[src/rtl/serial_adder_if.sv]
// serial_adder_if: request/response bundle for serial_adder
// master drives start/a/b/cin and observes busy/done/sum/cout;
// slave is the adder. ovf exists only when SERIAL_ADDER_OVF_EN is defined.
interface serial_adder_if #(parameter int WIDTH = 8);
  logic             start;
  logic [WIDTH-1:0] a;
  logic [WIDTH-1:0] b;
  logic             cin;
  logic             busy;
  logic             done;
  logic [WIDTH-1:0] sum;
  logic             cout;
`ifdef SERIAL_ADDER_OVF_EN
  logic             ovf;
  modport master (output start, a, b, cin, input busy, done, sum, cout, ovf);
  modport slave  (input start, a, b, cin, output busy, done, sum, cout, ovf);
`else
  modport master (output start, a, b, cin, input busy, done, sum, cout);
  modport slave  (input start, a, b, cin, output busy, done, sum, cout);
`endif
endinterface

[src/rtl/serial_adder.sv]
// serial_adder: bit-serial adder, one full-adder cell plus registered carry
// ports: clk, rst (async, active-high), bus (serial_adder_if.slave:
// start/a/b/cin in; busy/done/sum/cout out; ovf out with SERIAL_ADDER_OVF_EN)
module serial_adder #(
  parameter int WIDTH = 8
) (
  input logic            clk,
  input logic            rst,
  serial_adder_if.slave  bus
);
  localparam int CW = $clog2(WIDTH) + 1;
  localparam logic [1:0] IDLE = 2'd0;
  localparam logic [1:0] RUN  = 2'd1;
  localparam logic [1:0] DONE = 2'd2;
  logic [1:0]       state_q, state_d;
  logic [WIDTH-1:0] a_sh_q, a_sh_d, b_sh_q, b_sh_d, s_sh_q, s_sh_d;
  logic [WIDTH-1:0] sum_q, sum_d;
  logic             c_q, c_d, cout_q, cout_d;
  logic [CW-1:0]    cnt_q, cnt_d;
  logic             s, co;
`ifdef SERIAL_ADDER_OVF_EN
  logic             ovf_q, ovf_d;
`endif
  assign s  = a_sh_q[0] ^ b_sh_q[0] ^ c_q;
  assign co = (a_sh_q[0] & b_sh_q[0]) | (c_q & (a_sh_q[0] ^ b_sh_q[0]));
  always_comb begin
    state_d = state_q;
    a_sh_d  = a_sh_q;
    b_sh_d  = b_sh_q;
    s_sh_d  = s_sh_q;
    c_d     = c_q;
    cnt_d   = cnt_q;
    sum_d   = sum_q;
    cout_d  = cout_q;
`ifdef SERIAL_ADDER_OVF_EN
    ovf_d   = ovf_q;
`endif
    if (state_q == RUN) begin
      a_sh_d = a_sh_q >> 1;
      b_sh_d = b_sh_q >> 1;
      s_sh_d = {s, s_sh_q[WIDTH-1:1]};
      c_d    = co;
      cnt_d  = cnt_q + CW'(1);
      if (cnt_q == CW'(WIDTH - 1)) begin
        sum_d   = s_sh_d;
        cout_d  = co;
        state_d = DONE;
`ifdef SERIAL_ADDER_OVF_EN
        // c_q is the carry into the MSB on the final step
        ovf_d   = c_q ^ co;
`endif
      end
    end else if (bus.start) begin
      a_sh_d  = bus.a;
      b_sh_d  = bus.b;
      c_d     = bus.cin;
      cnt_d   = '0;
      state_d = RUN;
    end else begin
      state_d = IDLE;
    end
  end
  always_ff @(posedge clk or posedge rst) begin
    if (rst) begin
      state_q <= IDLE;
      a_sh_q  <= '0;
      b_sh_q  <= '0;
      s_sh_q  <= '0;
      c_q     <= 1'b0;
      cnt_q   <= '0;
      sum_q   <= '0;
      cout_q  <= 1'b0;
`ifdef SERIAL_ADDER_OVF_EN
      ovf_q   <= 1'b0;
`endif
    end else begin
      state_q <= state_d;
      a_sh_q  <= a_sh_d;
      b_sh_q  <= b_sh_d;
      s_sh_q  <= s_sh_d;
      c_q     <= c_d;
      cnt_q   <= cnt_d;
      sum_q   <= sum_d;
      cout_q  <= cout_d;
`ifdef SERIAL_ADDER_OVF_EN
      ovf_q   <= ovf_d;
`endif
    end
  end
  assign bus.busy = state_q == RUN;
  assign bus.done = state_q == DONE;
  assign bus.sum  = sum_q;
  assign bus.cout = cout_q;
`ifdef SERIAL_ADDER_OVF_EN
  assign bus.ovf  = ovf_q;
`endif
endmodule

[src/flat_wrapper.sv]
// flat-port wrapper written by rule: the top's interface ports become plain ports
module serial_adder_flat 
#(
  parameter int WIDTH = 8
)
  (clk, rst, bus_start, bus_a, bus_b, bus_cin, bus_busy, bus_done, bus_sum, bus_cout);
  serial_adder_if #(.WIDTH(WIDTH)) bus_i ();
  input logic clk;
  input logic rst;
  input wire logic [$bits(bus_i.start)-1:0] bus_start;
  input wire logic [$bits(bus_i.a)-1:0] bus_a;
  input wire logic [$bits(bus_i.b)-1:0] bus_b;
  input wire logic [$bits(bus_i.cin)-1:0] bus_cin;
  output wire logic [$bits(bus_i.busy)-1:0] bus_busy;
  output wire logic [$bits(bus_i.done)-1:0] bus_done;
  output wire logic [$bits(bus_i.sum)-1:0] bus_sum;
  output wire logic [$bits(bus_i.cout)-1:0] bus_cout;
  assign bus_i.start = bus_start;
  assign bus_i.a = bus_a;
  assign bus_i.b = bus_b;
  assign bus_i.cin = bus_cin;
  assign bus_busy = bus_i.busy;
  assign bus_done = bus_i.done;
  assign bus_sum = bus_i.sum;
  assign bus_cout = bus_i.cout;
  serial_adder #(.WIDTH(WIDTH)) u_core (.clk(clk), .rst(rst), .bus(bus_i));
endmodule
[config.mk]
export PLATFORM = sky130hd
export DESIGN_NAME = serial_adder_flat
export DESIGN_NICKNAME = d
export VERILOG_FILES = /design/src/rtl/serial_adder_if.sv /design/src/rtl/serial_adder.sv /design/src/flat_wrapper.sv
export SDC_FILE = /design/constraint.sdc
export NUM_CORES = 1
export LEC_CHECK = 0
export CORE_UTILIZATION = 48
export CTS_BUF_LIST = sky130_fd_sc_hd__clkbuf_2 sky130_fd_sc_hd__clkbuf_4 sky130_fd_sc_hd__clkbuf_8
export CTS_CLUSTER_SIZE = 12
export DETAILED_ROUTE_END_ITERATION = 6
export HOLD_SLACK_MARGIN = 0.1
export PLACE_DENSITY = 0.75
export SLEW_MARGIN = 20
export SYNTH_ARGS = -nofsm -noshare
export SYNTH_HDL_FRONTEND = slang
export SYNTH_SLANG_ARGS = --single-unit
[constraint.sdc]
create_clock -name clk -period 1.4 [get_ports clk]
set_input_delay 0.28 -clock clk [delete_from_list [all_inputs] [get_ports clk]]
set_output_delay 0.28 -clock clk [all_outputs]
set_load 0.02 [all_outputs]
# Word-level counts from Yosys, hierarchy flattened
# Index checks and enable logic that the tools add are counted.
# op_classes
n_addsub	1
multipliers	0
div_mod_pow	0
magnitude_cmp	0
eq_ne	4
n_shift	0
n_mux	11
bitwise	5
reduce_logical	2
# op_table
cell	count
two-way mux 8 bit	4
two-way mux 4 bit	2
adder 4 x 1 -> 4 bit, second input constant	1
== test 4 x 3 -> 1 bit, second input constant	1
two-way mux 2 bit	2
two-way mux 1 bit	3
AND 1 bit	2
== test 2 x 1 -> 1 bit, second input constant	1
== test 2 bit, second input constant	1
inequality test 2 x 1 -> 1 bit, second input constant	1
AND reduction 2 bit	1
nonzero test 2 bit	1
XOR 1 bit	2
OR 1 bit	1
# totals
ff_bits	40
latch_bits	0
mem_bits_rw	0
romBits	0
in_bits	20
n_memories	0

# Depth between registers and ports, before layout
# Gate-level depths: netlist of run 1.
# logic_depth
ltp_word	4
mapped_depth	5
depth_no_buf	3

# Worst setup path after synthesis of run 1
# No wires, ideal clock.
# synth_path
path_type	flip-flop to flip-flop
from	register u_core.cnt_q[0]
to	register u_core.cout_q (netlist: u_core.bus.cout)
setup_time_ns	0.125
arrival_time_ns	1.217
required_ns	1.275
slack_ns	0.058
stages_incl_launch_ff	5
n_path_buf	1
cell_sequence	dfrtp_1 ha_1 and4b_4 buf_12 mux2_4
# synth_via
elab_chain_len	2
# synth_rtl
item	line_no	text
start: declaration	serial_adder.sv:19	logic [CW-1:0] cnt_q, cnt_d;
start signal: assignment	serial_adder.sv:82	cnt_q <= cnt_d;
== test 4 x 3 -> 1 bit	serial_adder.sv:44	if (cnt_q == CW'(WIDTH - 1)) begin
AND reduction 2 bit (no line)	n/a	
end signal: assignment	serial_adder.sv:84	cout_q <= cout_d;
end: declaration	serial_adder.sv:18	logic c_q, c_d, cout_q, cout_d;
# No other way between the ends.
# A chain may end at the register's enable or synchronous reset.

# Worst setup path in the final report of run 1
# layout_path
from	register u_core.state_q[1]
to	register u_core.sum_q[0] (netlist: u_core.bus.sum[0])
# layout_via
elab_chain_len	2
# layout_rtl
item	line_no	text
start: declaration	serial_adder.sv:15	logic [1:0] state_q, state_d;
start signal: assignment	serial_adder.sv:77	state_q <= state_d;
== test 2 x 1 -> 1 bit	serial_adder.sv:38	if (state_q == RUN) begin
AND reduction 2 bit (no line)	n/a	
end signal: assignment	serial_adder.sv:83	sum_q <= sum_d;
end: declaration	serial_adder.sv:17	logic [WIDTH-1:0] sum_q, sum_d;
# No other way between the ends.

==> results_dict.tcl, run 1 <==
set metrics [dict create \
    status "complete, but fails checks" \
    finish.utilization_pct 67.78 \
    synth_top_cell_by_area "dfrtp_1" \
    synth_top_area_share_pct 57.06 \
    period_needed_ns 1.530 \
    setup_viol_count_final 11 \
    multi_input_area_um2 689.4 \
    place.gp.congestion 0.6528 \
    drv_slew 0 \
    fin_cells 221 \
    synth.yosys.seq_area_share_pct 57.06 \
    path_class "reg -> reg" \
    ys.flop_type "dfrtp_1" \
    startpoint_type "register" \
    postSynthCellCount 131 \
    dp_hpwl_um 2059 \
    max_stage_delay_ns 0.44 \
    antenna_found_initial 0 \
    coreArea_mm2 0.003363 \
    drt-initial-drc-count 49 \
    wirelength_um 3268 \
    fin_crit_sh_pct 109.3 \
    power.density_mw_per_mm2 2259 \
    relSlewSlack_pct 84.34 \
    detail_route.wl_per_cell_um 14.79 \
    maxCapViolCount 0 \
    ant_nets 0 \
    hold_viol_final 0 \
    p_seq_share_pct 38.0 \
    synth_top_family_by_area "multiplexers" \
    finalNetCount 196 \
    first_pass_iters 3 \
    ff_latch_area_um2 975.9 \
    reg2reg_slack_ns -0.13 \
    power_frac_clock_pct 18.1 \
    drc 0 \
    required_ns 1.64 \
    synth-xor-area-share_pct 0.5121 \
    syn_nets 153 \
    crit_family "simple AND/OR/NAND/NOR gates" \
    violations "negative setup slack" \
    combinationalPowerShare_pct 43.9 \
    synth_area_per_cell_um2 13.06 \
    tightest_slew_ns 0.2350 \
    ir_worst_vdd_mv 1.154 \
    fillCellCount 283 \
    via_count 1150 \
    initial_core_util_pct 50.86 \
    synth_seq_cells 39 \
    grt_pass1_wl_um 4926 \
    fmax_mhz 653.7 \
    synthMuxAreaShare_pct 23.56 \
    areaGrowthSynthToFinish_pct 33.28 \
    dp.cells 207 \
    synth_compound_area_share_pct 5.706 \
    synth_cell_types 23 \
    first_global_vias 1105 \
    setup_ws_ns -0.1298 \
    drive_gt1_share_pct 25.71 \
    endpoint_kind "register" \
    root_buffer "clkbuf_4" \
    io_pins 31 \
    rsz0062_at_grt "true" \
    clk_pin_slew_ns 0.13 \
    synthAdderAreaFrac_pct 1.902 \
    synthTopCellsByArea "dfrtp_1, mux2i_1, mux2_4" \
    cts_tree "done" \
    hold_path.class "in -> async" \
    grt_max_degree 40 \
    critPathMaxFanout 6 \
    fp.dieH_um 61.70 \
    viasPerCell 5.204 \
    num_antenna_cells 0 \
    async_flop_share_pct 100.0 \
    die_w_um 61.70 \
    numPortBuffers 30 \
    ys_warn_count 0 \
    synth_edf_count 0 \
    die_area_mm2 0.003806 \
    p_sw_share_pct 33.28 \
    arrival_ns 1.77 \
    p_sw_uw 1714 \
    htreeDepth 2 \
    path_buf_inv 1 \
    slowest_stage "dfrtp_1" \
    skew_ns 0.01499 \
    cts_sinks 39 \
    rows 21 \
    clockBufferDepth 2 \
    intPower_uw 3436 \
    leakage_uw 0.001084 \
    clk_latency_ns 0.35 \
    numCtsBuffers 5 \
    grt_remaining_overflow 0 \
    netlist_area_mm2 0.001710 \
    grt.total_usage_pct 18.71 \
    yosys.area_share.simple_pct 7.535 \
    worstPathCellList "nor2b_4, buf_6, and4b_4, mux2_4" \
]
[final cells by class]
cell class,count,area share (%)
clock inverters,3,2.964
flip-flops and latches,39,42.81
well taps,46,2.525
inverters,1,0.1647
clock buffers,5,1.647
repair buffers,43,19.65
multi-input cells,84,30.24
[kinds of logic (layout without fill, tap and decap cells)]
group,Yosys count,after routing
AOI/OAI and AO/OA,19,19
xor gates and xnor gates,1,1
adders and majority gates,2,2
buffers and inverters,9,52
DFF,39,39
muxes,35,35
and+or+nand+nor,26,27
[state kept, by name, indices dropped and copies added (netlist names)]
signal,cells
u_core.state_q,2
u_core.c_q,1
u_core.bus.cout,1
u_core.cnt_q,4
u_core.s_sh_q,7
u_core.a_sh_q,8
u_core.bus.sum,8
u_core.b_sh_q,8
[repair_timing]
action	in CTS	in global routing
endpoints found under the setup margin	21	25
hold buffers	0	0
cloned	1	1
gates resized for setup	17	13
pin swaps	1	0
setup buffers	2	2
[cell usage after synthesis, types with 2 or more instances]
cell and instances:
nor2_1 4, o21ai_0 16, a21oi_1 2, mux2_4 8, dfrtp_1 39, mux2i_1 17, mux2_2 10, buf_2 5
nand2_1 16
[metrics by stage]
stage | TNS, ns | area [µm²] | power (µW) | worst slack [ns] | hold WS (ns)
6_report | -0.9575 | 2280 | 5150 | -0.1298 | 0.2605
5_1_grt | -1.559 | 2280 | 5478 | -0.1653 | 0.2896
4_1_cts | -0.8382 | 2217 | 4882 | -0.1813 | 0.2689
3_5_place_dp | -0.8491 | 2093 | 3966 | -0.09852 | 0.4722
3_3_place_gp | -0.1155 | 2093 | 3844 | -0.04114 | 0.4603
2_1_floorplan | 0 | 1710 | 3315 | 0.05751 | 0.4363
[worst register-to-register path, stage by stage, from the launching register on]
cell and delay [ns]:
dfrtp_1 0.44, nor2b_4 0.19, buf_6 0.12, and4b_4 0.34, mux2_4 0.32
[routing by layer]
layer	share of wire (%)	routed length, µm	vias to the layer above	track usage, %
met5	0	0	-	0
met4	1.6	52	0	8.571
met3	3.5	115	5	4.969
met2	51	1651	24	31.18
met1	44	1448	579	22.85
li1	-	-	542	-
[placed cells by master, fill, tap and decap left out, types with 2 or more instances in the layout]
cell type | synthesis | routed
nor2_1 | 4 | 4
clkdlybuf4s50_1 | 0 | 19
nand2_1 | 16 | 16
buf_4 | 0 | 8
clkdlybuf4s15_1 | 0 | 5
mux2_2 | 10 | 9
clkbuf_4 | 0 | 5
bufinv_16 | 0 | 2
o21ai_0 | 16 | 16
mux2_4 | 8 | 9
buf_12 | 1 | 3
buf_6 | 1 | 2
dlygate4sd2_1 | 0 | 4
dfrtp_1 | 39 | 39
mux2i_1 | 17 | 17
[power groups by stage]
stage / combinational, µW / clock [µW] / sequential (µW)
floorplan: 1290 / 0 / 2030
global placement: 1930 / 0 / 1920
detailed placement: 2000 / 0 / 1960
CTS: 2000 / 939 / 1940
global route: 2470 / 991 / 2020
finish: 2260 / 934 / 1960
[worst paths after layout]
path	start	to	cells past startpoint
worst max-delay path	u_core.state_q[1]	u_core.bus.sum[0]	4
worst min-delay path	rst	u_core.state_q[0]	3
worst max register to register	u_core.state_q[1]	u_core.bus.sum[0]	4
worst min register to register	u_core.b_sh_q[5]	u_core.b_sh_q[4]	2
max in group asynchronous	rst	u_core.cnt_q[1]	3
min in group clk	u_core.b_sh_q[5]	u_core.b_sh_q[4]	2
Power figures use the tool's default switching activity.
==> inputs of run 2 (changes only) <==
Settings changed: CORE_UTILIZATION 48 to 35, PLACE_DENSITY 0.75 to 0.57.
==> run 2 against run 1 <==
Compared with the run above:
- the run still ends with negative setup slack left
- global-route usage down 5.9 points
- critical path depth unchanged
- cell count up 9.5%
- die area up 36%
- non-clock buffer count up 1
- maximum frequency up 9.2%
- final area down 2.1%
- combinational power down 13%
- via count down 5.1%
- first-iteration DRC count down 55%
- core utilization down 21 points
- power down 10%
- critical path type unchanged
- largest cell class unchanged
- largest power group unchanged
==> results_dict.tcl, run 2 (same netlist as run 1, synthesis figures left out) <==
set metrics [dict create \
    clockBufferDepth 2 \
    post_dp_cell_area_mm2 0.002137 \
    hold_viol_final 0 \
    finalNetCount 196 \
    rows 25 \
    fmax_mhz 713.7 \
    power.total_uw 4614 \
    coreArea_mm2 0.004723 \
    grt.total_usage_pct 12.82 \
    cts_tree "done" \
    fin_crit_sh_pct 100.1 \
    fp.dieH_um 71.91 \
    numCtsBuffers 5 \
    violations "negative setup slack" \
    die_area_mm2 0.005170 \
    dp_hpwl_um 2015 \
    areaGrowthSynthToFinish_pct 30.43 \
    drive_gt1_share_pct 25.14 \
    relSlewSlack_pct 86.20 \
    hold_buffers 0 \
    first_global_vias 1093 \
    setup_viol_count_final 3 \
    viasPerCell 4.508 \
    final_cell_mix "dfrtp_1, clkdlybuf4s50_1, mux2i_1" \
    cts_sinks 39 \
    die_w_um 71.91 \
    grt_remaining_overflow 0 \
    hold_path.class "in -> async" \
    clk_pin_slew_ns 0.08 \
    tightest_slew_ns 0.2070 \
    rsz0062_at_grt "true" \
    grt_max_degree 40 \
    numPortBuffers 30 \
    antenna_found_initial 0 \
    drv_slew 0 \
    wirelength_um 2896 \
    place.gp.congestion 0.7361 \
    path_class "reg -> reg" \
    via_count 1091 \
    finish.utilization_pct 47.23 \
    ant_nets 0 \
    ir_worst_vdd_mv 0.7044 \
    grt_pass1_wl_um 4995 \
    num_antenna_cells 0 \
    htreeDepth 2 \
    status "complete, but fails checks" \
    drt-initial-drc-count 22 \
    power.density_mw_per_mm2 2068 \
    maxCapViolCount 0 \
    detail_route.wl_per_cell_um 11.97 \
    first_pass_iters 2 \
    initial_core_util_pct 36.21 \
    final_common_cell "dfrtp_1" \
    finalSetupTns_ns -0.002836 \
    skew_ns 0.005778 \
    endpoint_kind "register" \
    root_buffer "clkbuf_8" \
    critPathMaxFanout 8 \
    clk_latency_ns 0.28 \
    drc 0 \
    period_needed_ns 1.401 \
    leakage_uw 0.001070 \
    final_area_mm2 0.002231 \
    required_ns 1.58 \
    reg2reg_slack_ns -0.001 \
    io_pins 31 \
    arrival_ns 1.58 \
    startpoint_type "register" \
    fillCellCount 443 \
    setup_ws_ns -0.001226 \
    place_ws_ns -0.07191 \
]
run 2: changes by cell type in the layout (fill, tap and decap cells not counted), moves of 3 or more:
cell	previous run	this run
clkbuf_4	5	0
clkbuf_8	0	5
clkdlybuf4s15_1	5	0
dlygate4sd2_1	4	9
buf_4	8	11
clkinv_2	0	3
run 2: worst paths after layout:
kind,startpoint,to,depth (start not counted)
max,u_core.state_q[1],u_core.bus.sum[3],4
min,rst,u_core.bus.sum[2],3
max reg2reg,u_core.state_q[1],u_core.bus.sum[3],4
min reg2reg,u_core.a_sh_q[3],u_core.a_sh_q[2],2
max in group asynchronous,rst,u_core.a_sh_q[5],3
min in group clk,u_core.a_sh_q[3],u_core.a_sh_q[2],2
run 2: critical path, cell delays in order, from the launching register on:
cell     delay (ns)
dfrtp_1        0.40
nor2b_4        0.16
and4b_4        0.29
buf_12         0.14
mux2_4         0.29
run 2: per-layer routing:
layer  share of wire, %  global-route usage (%)  wire (µm)
met1                 43                   15.36       1246
met2                 52                   21.70       1492
met3                4.3                   4.167        125
met4                1.1                   4.575         31
met5                  0                       0          0
run 2: layout make-up:
| type | count | area [µm²] | share of cell area, % |
|---|---|---|---|
| Clock inverter | 3 | 15.01 | 0.6730 |
| Tap cell | 67 | 83.83 | 3.758 |
| Timing Repair Buffer | 44 | 412.9 | 18.51 |
| Multi-Input combinational cell | 83 | 670.6 | 30.06 |
| Sequential cell | 39 | 975.9 | 43.75 |
| Inverter | 1 | 3.754 | 0.1683 |
| Clock buffer | 5 | 68.82 | 3.085 |
run 2: timing repair:
action                                  4_1_cts  5_1_grt
endpoints found under the setup margin       20       13
resized for setup                            17        1
pin swaps                                     1        0
buffers inserted                              2        0
run 2: power by group:
| group | internal (µW) | leakage (µW) | switching [µW] |
|---|---|---|---|
| combinational | 1070 | 0.000529 | 899 |
| sequential | 1630 | 0.000493 | 291 |
| clock | 341 | 0.0000477 | 379 |
run 2: stage by stage:
step	cells	hold slack [ns]
final	242	0.3507
after global routing	242	0.3810
after CTS	242	0.3542
after detailed placement	232	0.4691
after global placement	232	0.4614
after floorplan	131	0.4363
==> variant 1: new RTL, config.mk and constraints of run 2 <==
`a_sh_q`, `b_sh_q`, `s_sh_q` and `sum_q` no longer have a reset.
--- a/src/rtl/serial_adder.sv
+++ b/src/rtl/serial_adder.sv
@@ -65,8 +65,4 @@
       state_q <= IDLE;
-      a_sh_q  <= '0;
-      b_sh_q  <= '0;
-      s_sh_q  <= '0;
       c_q     <= 1'b0;
       cnt_q   <= '0;
-      sum_q   <= '0;
       cout_q  <= 1'b0;
@@ -77,8 +73,4 @@
       state_q <= state_d;
-      a_sh_q  <= a_sh_d;
-      b_sh_q  <= b_sh_d;
-      s_sh_q  <= s_sh_d;
       c_q     <= c_d;
       cnt_q   <= cnt_d;
-      sum_q   <= sum_d;
       cout_q  <= cout_d;
@@ -88,2 +80,9 @@
     end
+  end
+
+  always_ff @(posedge clk) begin
+    a_sh_q <= a_sh_d;
+    b_sh_q <= b_sh_d;
+    s_sh_q <= s_sh_d;
+    sum_q  <= sum_d;
   end
Formal check against the unedited RTL: differs if rst is asserted again (counterexample within 10 cycles, from zero or initial values and one cycle with rst high); with rst held inactive, the same outputs for 10 cycles.
==> variant 1 against run 2 <==
The flow still finishes with violations (setup timing). Combinational power down 20%. Worst setup slack worse by 0.0083 ns. Wire length shrank 14%. Synthesized area shrank 11%. Cell area decreased by 5.9%. Clock power increased by 33%. Sequential cell count did not move. Total power up 1.4%. Highest routed layer unchanged.
==> variant 1: results (changes against run 2) <==
number of setup buffers added after CTS: 0 (-2)
total negative setup slack: -0.0282 ns (-0.0253 ns)
worst reg2reg path depth: 4 (unchanged)
synth top area cells: sky130_fd_sc_hd__edfxtp_1 (57%), sky130_fd_sc_hd__dfrtp_1 (13%), sky130_fd_sc_hd__mux2_2 (12%), sky130_fd_sc_hd__dfxtp_1 (2.6%), sky130_fd_sc_hd__mux2i_1 (2.0%)
placed cell area: 1960 um^2 (-8.2%)
TritonCTS Buffers: 5 (unchanged)
master of the slowest instance on the critical path: sky130_fd_sc_hd__dfrtp_1
global-route met3 utilization: 5.17% (+1.0 points)
Power Total: 4680 uW (+1.4%)
average wire per cell in the routed design: 13.7 um (+15%)
number of instances in the synthesized netlist: 86 (-34%)
total iterations of the first detailed-routing run: 2 (unchanged)
final net count: 153 (-22%)
worst setup margin: -0.00952 ns (-0.00829 ns)
first-pass GRT wire length: 3950 um (-21%)
placer's final routability congestion estimate: 0.784 (+6.5%)
critical path peak fanout: 4 (-4)
global-route met1 utilization: 14.4% (-0.96 points)
multiplexer share of the synthesized area: 13.8% (-9.8 points)
xor/xnor share of the synthesized area: 0% (-0.51 points)
proportion of layout cells with a drive suffix above 1: 31.8% (+6.7 points)
number of synthesized flops with an enable pin: 29 (+29)
result of the run: complete, but fails checks
crit-path max cell delay: 0.40 ns (about the same)
Commonest cells post-synth: sky130_fd_sc_hd__edfxtp_1 (29), sky130_fd_sc_hd__mux2_2 (16), sky130_fd_sc_hd__dfrtp_1 (8)
Leakage Power: 0.000886 uW (-17%)
Total Routing Usage GR: 12.3% (-0.54 points)
met2 track demand over resource in global routing: 19.1% (-2.6 points)
final HPWL from detailed placement: 1860 um (-7.9%)
power share of the sequential group: 46.0% (+4.4 points)
count of endpoints failing setup in the final report: 3 (unchanged)
instance count after placement with tap cells included: 174 (-25%)
number of nets in the synthesized netlist: 108 (-29%)
routed length on met3: 134 um (+7.2%)
filler instances: 358 (-19%)
vias in the first global route: 810 (-26%)
violated checks: setup timing
asr flop ratio synth: 20.5% (-79 points)
Compound-Gate Fraction of Synth Area: 2.38% (-3.3 points)
Via density: 4.68 (+3.8%)
share of the yosys chip area belonging to registers: 72.8% (+16 points)
critical path arrival: 1.42 ns (-0.16 ns)
starting DRC count in detailed routing: 38 (+73%)
sw power: 1270 uW (-19%)
Worst Skew: 0.00529 ns (-0.000488 ns)
clock-net power: 955 uW (+33%)
post-place setup slack: -0.0522 ns (+0.0197 ns)
via count: 852 (-22%)
Metal-1 WL: 1020 um (-18%)
adder-cell area share of the yosys netlist: 2.13% (+0.23 points)
amount of wire on met2 after detailed routing: 1270 um (-15%)
pin count of the biggest net entering global routing: 13 (-68%)
largest voltage drop on the vdd net: 1.08 mV (+53%)
worst slew margin relative to its limit: 78.7% (-7.5 points)
## variant 1: logic make-up after synthesis
kind of cell | count (synthesis)
AOI/OAI and AO/OA | 6
muxes | 19
adders and majority gates | 2
DFF | 39
buffers and inverters | 6
and+or+nand+nor | 14
## variant 1: final cells by class
cell class | count | area, um^2 | area share, %
clock buffers | 6 | 82.6 | 3.94
clock inverters | 2 | 35.0 | 1.67
inverters | 2 | 7.51 | 0.358
multi-input cells | 41 | 394 | 18.8
flip-flops and latches | 39 | 1110 | 53.0
well taps | 50 | 62.6 | 2.98
repair buffers | 42 | 405 | 19.3
## variant 1: path summary, 6_finish.rpt
| check | endpoint | slack [ns] |
|---|---|---|
| max | u_core.bus.sum[2] | -0.01 |
| min | u_core.bus.cout | 0.25 |
| max reg2reg | u_core.bus.sum[2] | -0.01 |
| min reg2reg | u_core.bus.sum[0] | 0.43 |
| max in group asynchronous | u_core.c_q | 0.91 |
| min in group clk | u_core.bus.sum[0] | 0.43 |
==> variant 2: new RTL, config.mk and constraints of run 2 <==
Made on the original files. `WIDTH` is set to 8 in 3 places; all go to 4.
--- a/src/rtl/serial_adder_if.sv
+++ b/src/rtl/serial_adder_if.sv
@@ -3,3 +3,3 @@
 // slave is the adder. ovf exists only when SERIAL_ADDER_OVF_EN is defined.
-interface serial_adder_if #(parameter int WIDTH = 8);
+interface serial_adder_if #(parameter int WIDTH = 4);
   logic             start;
--- a/src/rtl/serial_adder.sv
+++ b/src/rtl/serial_adder.sv
@@ -4,3 +4,3 @@
 module serial_adder #(
-  parameter int WIDTH = 8
+  parameter int WIDTH = 4
 ) (
--- a/src/flat_wrapper.sv
+++ b/src/flat_wrapper.sv
@@ -3,3 +3,3 @@
 #(
-  parameter int WIDTH = 8
+  parameter int WIDTH = 4
 )
Ports: changed (resized bus_a, bus_b and bus_sum); port bits go from 31 to 19. No check against the original RTL was run, so the function may have changed too.
==> variant 2 against run 2 <==
Combinational power fell by 47%. Worst setup slack improved by 0.042 ns. Sequential cell count fell by 17. Synthesized area fell by 43%. Critical path depth did not move. Total power fell by 44%. Sequential power fell by 46%. Count of clock-buffer cells in the layout fell by 2. Clock power fell by 31%. Cell area fell by 44%. Wire length fell by 44%. Critical endpoint is now u_core.bus.sum[1]. Highest routed layer unchanged.
==> variant 2: results (changes against run 2) <==
crit-path max cell delay: 0.42 ns (+0.02 ns)
TritonCTS Buffers: 3 (-2)
placed cell area: 1200 um^2 (-44%)
average wire per cell in the routed design: 12.6 um (+5.4%)
placer's final routability congestion estimate: 0.625 (-15%)
largest voltage drop on the vdd net: 0.948 mV (+35%)
buffer type at the clock tree root: sky130_fd_sc_hd__clkbuf_4
master of the slowest instance on the critical path: sky130_fd_sc_hd__dfrtp_1
final net count: 114 (-42%)
proportion of layout cells with a drive suffix above 1: 22.4% (-2.7 points)
first-pass GRT wire length: 2800 um (-44%)
number of warning messages in the yosys log: 0 (unchanged)
worst slew margin relative to its limit: 81.4% (-4.8 points)
result of the run: finished clean
remaining number of nets flagged by the antenna check after routing: 0 (unchanged)
initial antenna violation count: 0 (unchanged)
Post-Route WL: 1610 um (-44%)
clock latency of the later-clocked register in the worst-skew pair: 0.32 ns (+0.04 ns)
instance count after placement with tap cells included: 123 (-47%)
H-tree levels: 1 (-1)
Reg clk slew, reported paths: 0.14 ns (+0.06 ns)
total iterations of the first detailed-routing run: 2 (unchanged)
number of inserted diodes: 0 (unchanged)
asr flop ratio synth: 100% (unchanged)
Commonest cells post-synth: sky130_fd_sc_hd__dfrtp_1 (22), sky130_fd_sc_hd__mux2i_1 (9), sky130_fd_sc_hd__nand2_1 (8), sky130_fd_sc_hd__o21ai_0 (8), sky130_fd_sc_hd__mux2_4 (5)
Leakage Power: 0.000625 uW (-42%)
starting DRC count in detailed routing: 4 (-82%)
input/output buffers: 18 (-40%)
vias in the first global route: 655 (-40%)
filler instances: 243 (-45%)
pin count of the biggest net entering global routing: 28 (-30%)
number of nets in the synthesized netlist: 91 (-41%)
share of the yosys chip area belonging to registers: 56.3% (-0.72 points)
critical path peak fanout: 6 (-2)
via count: 614 (-44%)
type of the most critical hold path: in -> async
most instantiated flip-flop cell in the synthesis netlist: sky130_fd_sc_hd__dfrtp_1
number of instances in the synthesized netlist: 76 (-42%)
Worst Skew: 0.0196 ns (+0.0138 ns)
synth top area cells: sky130_fd_sc_hd__dfrtp_1 (56%), sky130_fd_sc_hd__mux2i_1 (9.2%), sky130_fd_sc_hd__mux2_4 (7.7%), sky130_fd_sc_hd__mux2_2 (4.6%), sky130_fd_sc_hd__o21ai_0 (4.1%)
final HPWL from detailed placement: 1140 um (-44%)
count of distinct cell types in the synthesized netlist: 18 (-22%)
maximum number of buffers from clock root to sink: 2 (unchanged)
Total Routing Usage GR: 13.7% (+0.87 points)
-- variant 2: changes by cell type in the layout (fill, tap and decap cells not counted), sizes merged, moves of 4 or more --
cell | before | now
buf | 16 | 6
clkdlybuf4s50 | 19 | 11
dfrtp | 39 | 22
dlygate4sd2 | 9 | 5
mux2 | 18 | 9
mux2i | 17 | 9
nand2 | 16 | 9
o21ai | 16 | 8
-- variant 2: final cells by class --
cell class | count | area share (%)
Sequential cell | 22 | 43.9
Multi-Input combinational cell | 47 | 31.2
Timing Repair Buffer | 22 | 16.8
Tap cell | 30 | 2.99
Clock inverter | 1 | 2.40
Clock buffer | 3 | 1.80
Inverter | 3 | 0.898
-- variant 2: critical path, delay by kind of cell, from the launching register on --
kind	cells	cell delay [ns]
fa+ha+maj	2	0.40
mux	1	0.31
flops	1	0.42
simple gates	1	0.12
-- variant 2: final timing paths --
kind                                   from           endpoint  slack, ns  cells past startpoint
setup / recovery            u_core.cnt_q[1]  u_core.bus.sum[1]       0.04                      4
hold / removal                          rst  u_core.bus.sum[2]       0.27                      3
setup reg to reg            u_core.cnt_q[1]  u_core.bus.sum[1]       0.04                      4
hold reg to reg            u_core.b_sh_q[2]   u_core.b_sh_q[1]       0.50                      2
max in group asynchronous               rst    u_core.cnt_q[2]       0.89                      3
min in group clk           u_core.b_sh_q[2]   u_core.b_sh_q[1]       0.50                      2
-- variant 2: stage by stage --
stage          TNS, ns  hold slack (ns)  utilization, %  worst slack, ns
2_1_floorplan        0            0.269               -            0.104
3_3_place_gp   -0.0447            0.467            46.9          -0.0267
3_5_place_dp   -0.0520            0.478            46.9          -0.0270
4_1_cts              0            0.275            48.4          0.00871
5_1_grt        -0.0169            0.313            48.8         -0.00883
6_report             0            0.269            48.8           0.0412
-- variant 2: kinds of logic after synthesis --
logic type                 Yosys count  synth area share [%]
muxes                               18                  21.5
DFF                                 22                  56.3
and+or+nand+nor                     16                  8.32
adders and majority gates            3                  4.61
AOI/OAI and AO/OA                   10                  5.38
buffers and inverters                7                  3.84
-- variant 2: power breakdown --
part	switching, uW	leakage, uW	internal, uW
clock network	205	0.0000279	290
registers	143	0.000279	901
logic	510	0.000318	536
-- variant 2: repair_timing --
| action | in CTS | in global routing |
|---|---|---|
| setup buffers | 0 | 1 |
| resized for setup | 14 | 1 |
| pin swaps | 0 | 1 |
| hold buffers | 0 | 0 |
| endpoints found under the setup margin | 9 | 6 |
| endpoints found under the hold margin | 0 | 0 |
-- variant 2: metal layers --
layer / up-vias / routed length (um) / track usage [%]
met1: 295 / 782 / 17.0
met5: - / 0 / 0
met3: 2 / 69 / 2.50
li1: 302 / - / -
met2: 15 / 747 / 22.1
met4: 0 / 14 / 7.69
